===== src/rtl/regfile_param.sv =====
// regfile_param - parametrised general-purpose register file for the LCA
// datapath. NREG = 2**ADDR_W registers of WIDTH bits; register NREG-1 is the
// program counter and has its own write port. A per-register busy scoreboard
// marks registers with an outstanding producer.
//
// Ports:
//   clk                  rising-edge clock
//   reset                asynchronous, active-high; clears registers and busy bits
//   rd_addr1/rd_addr2    read addresses
//   rd_data1/rd_data2    combinational read data (optional write bypass)
//   rd_busy1/rd_busy2    combinational pending-write flags for the read addresses
//   wr_en/wr_addr/wr_data   general write port; a write also clears busy
//   pc_wr_en/pc_data     dedicated PC write port; wins over a general write to the PC
//   pc_out               stored PC value, never bypassed
//   busy_set/busy_addr   mark a register as pending; ignored for the PC
module regfile_param #(
  parameter int unsigned WIDTH  = 16,
  parameter int unsigned ADDR_W = 3,
  parameter bit          BYPASS = 1'b1
) (
  input  logic              clk,
  input  logic              reset,
  input  logic [ADDR_W-1:0] rd_addr1,
  input  logic [ADDR_W-1:0] rd_addr2,
  output logic [WIDTH-1:0]  rd_data1,
  output logic [WIDTH-1:0]  rd_data2,
  output logic              rd_busy1,
  output logic              rd_busy2,
  input  logic              wr_en,
  input  logic [ADDR_W-1:0] wr_addr,
  input  logic [WIDTH-1:0]  wr_data,
  input  logic              pc_wr_en,
  input  logic [WIDTH-1:0]  pc_data,
  output logic [WIDTH-1:0]  pc_out,
  input  logic              busy_set,
  input  logic [ADDR_W-1:0] busy_addr
);

  localparam int unsigned       NREG    = 1 << ADDR_W;
  localparam logic [ADDR_W-1:0] PC_ADDR = '1;

  logic [WIDTH-1:0] regs [NREG];
  logic [NREG-1:0]  busy;

  // A general write aimed at the PC loses to a simultaneous PC-port write.
  logic gen_wr;
  assign gen_wr = wr_en && !(pc_wr_en && (wr_addr == PC_ADDR));

  always_ff @(posedge clk or posedge reset) begin
    if (reset) begin
      for (int unsigned i = 0; i < NREG; i++) begin
        regs[i] <= '0;
      end
      busy <= '0;
    end else begin
      if (gen_wr) begin
        regs[wr_addr] <= wr_data;
      end
      if (pc_wr_en) begin
        regs[PC_ADDR] <= pc_data;
      end
      if (wr_en) begin
        busy[wr_addr] <= 1'b0;
      end
      // Issued after the clear so a new producer on the same register wins.
      if (busy_set && (busy_addr != PC_ADDR)) begin
        busy[busy_addr] <= 1'b1;
      end
    end
  end

  // Both read ports share one description; index 0 is port 1, index 1 is port 2.
  logic [ADDR_W-1:0] ra [2];
  logic [WIDTH-1:0]  rd [2];
  logic              rb [2];

  assign ra[0] = rd_addr1;
  assign ra[1] = rd_addr2;

  always_comb begin
    for (int unsigned p = 0; p < 2; p++) begin
      rd[p] = regs[ra[p]];
      rb[p] = busy[ra[p]];
      if (BYPASS) begin
        if ((ra[p] == PC_ADDR) && pc_wr_en) begin
          rd[p] = pc_data;
        end else if (wr_en && (wr_addr == ra[p])) begin
          rd[p] = wr_data;
        end
        if (wr_en && (wr_addr == ra[p])) begin
          rb[p] = 1'b0;
        end
      end
      // Bypass paths are combinational from the write ports, so gate them
      // explicitly while reset is held.
      if (reset) begin
        rd[p] = '0;
        rb[p] = 1'b0;
      end
    end
  end

  assign rd_data1 = rd[0];
  assign rd_data2 = rd[1];
  assign rd_busy1 = rb[0];
  assign rd_busy2 = rb[1];
  assign pc_out   = reset ? '0 : regs[PC_ADDR];

endmodule


===== config.mk =====
export PLATFORM = sky130hd
export DESIGN_NAME = regfile_param
export DESIGN_NICKNAME = d
export VERILOG_FILES = /design/src/rtl/regfile_param.sv
export SDC_FILE = /design/constraint.sdc
export NUM_CORES = 1
export LEC_CHECK = 0
export BUFFER_PORTS_ARGS = -buffer_cell sky130_fd_sc_hd__buf_2
export CORE_ASPECT_RATIO = 0.75
export CORE_MARGIN = 2
export CORE_UTILIZATION = 35
export DETAILED_ROUTE_END_ITERATION = 8
export PLACE_DENSITY = 0.53
export SYNTH_ARGS = -nofsm -noshare
export SYNTH_HDL_FRONTEND = slang
export SYNTH_SLANG_ARGS = --single-unit

===== constraint.sdc =====
create_clock -name clk -period 5 [get_ports clk]
set_input_delay 0.25 -clock clk [delete_from_list [all_inputs] [get_ports clk]]
set_output_delay 0.25 -clock clk [all_outputs]
set_load 0.01 [all_outputs]

==> results of run 1 <==
==> layout make-up <==
cell class                      instances  area (sq um)
Fill cell                            2116         13670
Sequential cell                       136          3403
Clock buffer                           24         501.7
Clock inverter                          8         92.59
Tap cell                              300         375.4
Inverter                                6         27.53
Multi-Input combinational cell        392          4422
Timing Repair Buffer                  116         625.6
==> power groups by stage <==
stage | clock [W] | combinational, W | sequential, W
global route | 0.00135 | 0.000951 | 0.00152
CTS | 0.00129 | 0.000884 | 0.00149
floorplan | 0 | 0.000690 | 0.00144
finish | 0.00126 | 0.000878 | 0.00149
global placement | 0 | 0.000861 | 0.00148
detailed placement | 0 | 0.000879 | 0.00150
==> metrics by stage <==
step	power, W	util [%]	instances	worst slack (ns)	area [sq um]
after global routing	0.003820	40.86	982	1.886	9448
final	0.003636	40.86	982	2.027	9448
after detailed placement	0.002383	38.29	950	2.067	8853
after floorplan	0.002134	-	597	0.3284	8299
after CTS	0.003665	40.86	982	2.062	9448
after global placement	0.002346	38.29	950	2.071	8853
==> layer usage <==
layer	track usage, %	share of wire [%]	vias up	wire, um
li1	-	-	2469	-
met1	28.60	46	3035	11310
met2	31.46	46	247	11160
met3	5.498	6.4	35	1567
met4	7.091	1.9	0	465
met5	0	0	-	0
==> flip-flops by register name (all words and copies together), names as in the netlist <==
signal	count
busy	8
regs	128
==> cells in the final DEF (no fill, tap or decap), drive strengths merged <==
cell,Yosys,routed
nor2,19,19
nand2b,4,4
xor2,2,2
clkinv,0,5
o21ai,20,20
o32ai,2,2
nor3b,2,2
nand4,2,2
a221o,32,32
nand4b,3,3
mux4,68,68
bufinv,0,2
dfrtp,136,136
clkinvlp,0,1
nor4,1,1
mux2i,50,50
nand3,2,2
nor3,21,21
clkbuf,15,24
nor2b,16,16
inv,6,6
xnor2,6,6
mux2,112,112
buf,48,116
a41o,2,2
and2,1,1
o22ai,2,2
and4,1,1
nand2,24,24
==> cell families (layout without fill, tap and decap cells) <==
logic type	count (synthesis)	count (layout)	share of synthesized area, %
xor+xnor	8	8	0.9348
buf+inv	69	154	5.714
flops	136	136	41.01
mux	230	230	39.91
compound gates	58	58	5.955
simple gates	96	96	6.483
==> tightest hold or removal path, stage by stage <==
cell	delay (ns)
sky130_fd_sc_hd__buf_2	0.10
sky130_fd_sc_hd__nand2_1	0.04
sky130_fd_sc_hd__o21ai_0	0.05
==> path summary, 6_finish.rpt <==
path                                  start          end  slack (ns)  depth (start not counted)
worst min-delay path            pc_data[14]     regs[14]        0.06                          3
worst min register to register     regs[53]     regs[53]        0.50                          1
min in group asynchronous             reset     regs[14]        0.21                          2
max in group asynchronous             reset      busy[7]        3.32                          3
worst max register to register     regs[49]     regs[49]        4.16                          1
worst max-delay path            rd_addr1[2]  rd_data1[1]        2.03                          7
==> impl_metrics.sql, run 1 <==
INSERT INTO impl_metrics (metric_group, metric, value, unit) VALUES
('place', 'gp_routability_congestion', '0.7917', ''),
('die', 'coreArea', '23120', 'sq um'),
('die', 'chipHeight', '137.4', 'um'),
('timing', 'setup_viol', '0', ''),
('route', 'avgViaCountPerCell', '5.892', ''),
('logic_synthesis', 'yosysUniqueCellTypes', '40', ''),
('global_route', 'antenna_found_initial', '0', ''),
('timing', 'tightest_slew', '1.019', 'ns'),
('timing', 'hold-worst-slack', '0.05830', 'ns'),
('timing', 'setup_skew', '0', 'ns'),
('die', 'rows', '48', ''),
('timing', 'final.setup.tns', '0', 'ns'),
('power_and_ir_drop', 'power.share.clock', '34.8', '%'),
('power_and_ir_drop', 'p_int', '0.002624', 'W'),
('route', 'num_vias', '5786', ''),
('logic_synthesis', 'synth_common_cells', '136 x sky130_fd_sc_hd__dfrtp_1, 86 x sky130_fd_sc_hd__mux2_2, 63 x sky130_fd_sc_hd__mux4_2', ''),
('setup_path', 'path_max_fanout', '19', ''),
('setup_path', 'timing.critical_path.buf_inv', '3', ''),
('timing', 'maxSlewViolCount', '0', ''),
('clock_network', 'clkSinkCount', '136', ''),
('timing', 'finalCritPeriodShare', '59.47', '%'),
('setup_path', 'criticalPathCategory', 'input pin to output port', ''),
('global_route', 'pin_count_of_the_biggest_net_entering_global_routing', '76', ''),
('layout', 'final_net_count', '718', ''),
('clock_network', 'clockBufferDepth', '2', ''),
('power_and_ir_drop', 'p_per_area', '384.8', 'nW/um^2'),
('power_and_ir_drop', 'comb_power_share', '24.1', '%'),
('logic_synthesis', 'synth_most_common_cell', 'sky130_fd_sc_hd__dfrtp_1', ''),
('global_route', 'number_of_global_route_vias_before_repair', '5952', ''),
('logic_synthesis', 'synth_area_per_cell', '13.90', 'sq um'),
('route', 'total_wirelength_of_the_detailed_routed_design', '24500', 'um'),
('place', 'hpwlAfterDp', '15550', 'um'),
('worst_hold_path', 'worst_hold_path_type', 'input pin to register', ''),
('logic_synthesis', 'most_used_dff_post_synth', 'sky130_fd_sc_hd__dfrtp_1', ''),
('logic_synthesis', 'ys_seq_elements', '136', ''),
('setup_path', 'crit_path_start_kind', 'input pin', ''),
('route', 'drtIter0Drc', '526', ''),
('clock_network', 'cts_hold_repair.buffers', '0', ''),
('layout', 'antenna_cells', '0', ''),
('clock_network', 'cts_resized', '0', ''),
('run_status', 'run_status', 'finished clean', ''),
('layout', 'share_of_final_layout_standard_cells_stronger_than_drive_strength_1', '44.87', '%'),
('clock_network', 'clkTransAtPathRegs', '0.06', 'ns'),
('setup_path', 'cp_cell_sequence', 'buf_2 > nand3_1 > o21ai_4 > nor2_1 > buf_4 > a221o_1 > buf_2', ''),
('logic_synthesis', 'synth_nets', '646', ''),
('clock_network', 'cts_tree', 'done', ''),
('power_and_ir_drop', 'vdd.ir_drop.worst', '0.2130', 'mV'),
('die', 'die_width', '181.8', 'um'),
('power_and_ir_drop', 'seq_power_share', '41.1', '%'),
('setup_path', 'timing.critical_path.slowest_stage_cell', 'sky130_fd_sc_hd__o21ai_4', ''),
('logic_synthesis', 'yosys.area.top_type', 'sky130_fd_sc_hd__dfrtp_1', ''),
('timing', 'rsz0062_at_grt', 'false', ''),
('global_route', 'global_route.usage.total', '20.62', '%'),
('place', 'port_buffers', '98', ''),
('die', 'initial_core_util', '35.89', '%'),
('logic_synthesis', 'synth-edff-count', '0', ''),
('global_route', 'globalRouteOverflowTotal', '0', ''),
('setup_path', 'cp.required', '4.75', 'ns'),
('timing', 'fin_crit', '2.973', 'ns'),
('route', 'route.antenna.remaining_nets', '0', ''),
('global_route', 'grt_pass1_wl', '37340', 'um'),
('logic_synthesis', 'syn_area', '8299', 'sq um'),
('clock_network', 'htree_num_levels', '4', ''),
('die', 'pin_count', '99', ''),
('setup_path', 'timing.critical_path.max_delay_family', 'buffers and inverters', ''),
('route', 'post_drt_wl_per_cell', '24.95', 'um'),
('clock_network', 'clock_latency', '0.42', 'ns'),
('logic_synthesis', 'yosysSeqAreaShare', '41.01', '%'),
('die', 'floorplan.die_area', '24970', 'sq um'),
('setup_path', 'critical_path_arrival', '2.72', 'ns'),
('logic_synthesis', 'netlist.area_leader.share', '41.01', '%');
No activity file was read; power rests on OpenSTA's default activity.
==> inputs of run 2 (changes only) <==
==> constraint.sdc (replaced) <==
create_clock -name clk -period 3 [get_ports clk]
set_input_delay 0.15 -clock clk [delete_from_list [all_inputs] [get_ports clk]]
set_output_delay 0.15 -clock clk [all_outputs]
set_load 0.01 [all_outputs]
==> run 2 against run 1 <==
Effect of this change:
- total power grew 66%
- critical path depth is the same
- hold slack lost 0.030 ns
- combinational power grew 70%
- largest cell class unchanged
- global-route usage grew 0.50 points
- cell count grew 3.1%
==> impl_metrics.sql, run 2 (same netlist as run 1, synthesis figures left out) <==
INSERT INTO impl_metrics (metric_group, metric, value, unit) VALUES
('run_status', 'run_status', 'finished clean', ''),
('die', 'initial_core_util', '35.89', '%'),
('global_route', 'global_route.usage.total', '21.12', '%'),
('timing', 'final.setup.tns', '0', 'ns'),
('setup_path', 'path_max_fanout', '20', ''),
('setup_path', 'cp_cell_sequence', 'buf_2 > buf_4 > mux4_2 > mux2i_1 > nor2_1 > a221o_1 > buf_2', ''),
('timing', 'finalCritPeriodShare', '74.37', '%'),
('die', 'chipHeight', '137.4', 'um'),
('setup_path', 'critical-path-max-stage-delay', '0.47', 'ns'),
('route', 'total_wirelength_of_the_detailed_routed_design', '25170', 'um'),
('global_route', 'grt_pass1_wl', '38300', 'um'),
('layout', 'max_reg_flops', '128', ''),
('route', 'met3_wirelength', '1428', 'um'),
('power_and_ir_drop', 'vdd.ir_drop.worst', '0.4282', 'mV'),
('timing', 'rsz0062_at_grt', 'false', ''),
('timing', 'slew-limit-headroom', '36.48', '%'),
('layout', 'area_used_by_multi_input_combinational_logic', '4429', 'sq um'),
('die', 'coreArea', '23120', 'sq um'),
('route', 'route.antenna.remaining_nets', '0', ''),
('timing', 'achievable-frequency', '448.2', 'MHz'),
('layout', 'fillers', '2103', ''),
('clock_network', 'clkSinkCount', '136', ''),
('die', 'pin_count', '99', ''),
('route', 'm1WireLength', '12070', 'um'),
('setup_path', 'crit_path_end', 'rd_data2[6]', ''),
('job', 'max_cap_violations', '0', ''),
('setup_path', 'reg2reg_slack', '1.76', 'ns'),
('route', 'avgViaCountPerCell', '5.856', ''),
('place', 'placed_cells_incl_taps', '961', ''),
('clock_network', 'cts_inserted_buffers', '17', ''),
('place', 'hpwlAfterDp', '16230', 'um'),
('clock_network', 'cts_tree', 'done', ''),
('layout', 'share_of_final_layout_standard_cells_stronger_than_drive_strength_1', '44.73', '%'),
('setup_path', 'crit-reg2reg-launch', 'busy[4]', ''),
('route', 'highest_layer', 'met4', ''),
('setup_path', 'critical_path.endpoint_type', 'output port', ''),
('clock_network', 'clock_latency', '0.42', 'ns'),
('layout', 'register_with_the_highest_flop_count', 'regs', ''),
('clock_network', 'clkTransAtPathRegs', '0.06', 'ns'),
('timing', 'hold-worst-slack', '0.02823', 'ns'),
('route', 'met2_wirelength', '11240', 'um'),
('layout', 'post_route_insts_no_fill', '1012', ''),
('clock_network', 'clockRootBuffer', 'sky130_fd_sc_hd__clkbuf_16', ''),
('timing', 'setup_skew', '0', 'ns'),
('global_route', 'pin_count_of_the_biggest_net_entering_global_routing', '74', ''),
('global_route', 'number_of_global_route_vias_before_repair', '6055', ''),
('global_route', 'antenna_found_initial', '1', ''),
('setup_path', 'worst-r2r-cell-count', '3', ''),
('layout', 'sequential_cell_area', '3403', 'sq um'),
('layout', 'layout_commonest_cell', 'sky130_fd_sc_hd__dfrtp_1', ''),
('setup_path', 'timing.critical_path.slowest_stage_cell', 'sky130_fd_sc_hd__buf_2', ''),
('layout', 'area_growth', '16.90', '%'),
('timing', 'timing_hold_violations_final', '0', ''),
('place', 'gp_routability_congestion', '0.7637', ''),
('clock_network', 'cts_hold_repair.buffers', '18', ''),
('power_and_ir_drop', 'cellLeakagePower', '4.250', 'nW'),
('layout', 'reg_top3', 'regs: 128 flops, busy: 8 flops', ''),
('die', 'die_width', '181.8', 'um'),
('setup_path', 'criticalPathCategory', 'input pin to output port', ''),
('layout', 'final_net_count', '747', ''),
('clock_network', 'clockBufferDepth', '2', ''),
('setup_path', 'crit_path_start_kind', 'input pin', ''),
('route', 'drt_pass1_iterations', '4', ''),
('timing', 'tightest_slew', '0.9528', 'ns'),
('setup_path', 'r2r_end', 'busy[4]', ''),
('setup_path', 'worst_setup_path_startpoint', 'rd_addr2[1]', ''),
('route', 'num_vias', '5926', ''),
('route', 'drtIter0Drc', '352', ''),
('die', 'rows', '48', ''),
('die', 'floorplan.die_area', '24970', 'sq um'),
('setup_path', 'timing.critical_path.max_delay_family', 'buffers and inverters', ''),
('setup_path', 'timing.critical_path.buf_inv', '3', ''),
('power_and_ir_drop', 'p_per_area', '620.5', 'nW/um^2'),
('route', 'drc', '0', ''),
('layout', 'final_cell_mix', '136 x sky130_fd_sc_hd__dfrtp_1, 98 x sky130_fd_sc_hd__buf_2, 86 x sky130_fd_sc_hd__mux2_2', ''),
('clock_network', 'cts_resized', '0', ''),
('setup_path', 'cp_num_cells', '7', ''),
('global_route', 'globalRouteOverflowTotal', '0', ''),
('timing', 'maxSlewViolCount', '0', ''),
('setup_path', 'critical_path_arrival', '2.08', 'ns'),
('clock_network', 'htree_num_levels', '4', ''),
('place', 'port_buffers', '98', ''),
('timing', 'setup_viol', '0', ''),
('clock_network', 'cts_setup_buffers', '0', ''),
('timing', 'fin_crit', '2.231', 'ns'),
('route', 'post_drt_wl_per_cell', '24.88', 'um'),
('worst_hold_path', 'worst_hold_path_type', 'input pin to register', ''),
('setup_path', 'worst_path_most_repeated_cell', 'sky130_fd_sc_hd__buf_2', ''),
('setup_path', 'cp.required', '2.85', 'ns');
run 2: per-stage QoR:
step	utilization, %	power (W)	instance area, sq um	worst slack (ns)
2_1_floorplan	-	0.003563	8344	-0.4768
3_3_place_gp	38.73	0.003905	8955	0.7793
3_5_place_dp	38.73	0.003980	8955	0.7704
4_1_cts	41.95	0.006062	9699	0.7631
5_1_grt	41.95	0.006315	9699	0.6451
6_report	41.96	0.006020	9702	0.7689
run 2: power breakdown:
group | internal [W] | leakage [nW] | switching (W)
Clock | 0.00121 | 0.265 | 0.000827
Sequential | 0.00221 | 1.63 | 0.000281
Combinational | 0.000862 | 2.35 | 0.000626
run 2: cell type report:
class                      instances  area share [%]
antenna                            1         0.02579
tap                              300           3.869
inverter                           6          0.2708
sequential                       136           35.08
clock buffer                      19           4.462
clock inverter                    13           1.354
multi-input combinational        392           45.65
timing repair buffer             145           9.286
run 2: how the worst min path moves through the flow:
stage,start,to,cells past startpoint
5_1_grt,busy_addr[0],busy[0],2
6_report,busy_addr[0],busy[0],2
3_3_place_gp,pc_data[2],regs[2],3
3_5_place_dp,pc_data[14],regs[14],3
2_1_floorplan,busy_addr[1],busy[4],1
4_1_cts,busy_addr[0],busy[0],2
run 2: metal layers:
layer  vias up  GRT usage [%]
met3        29          4.071
met4         0          6.775
met1      3167          30.80
met2       210          31.82
met5         -              0
li1       2520              -
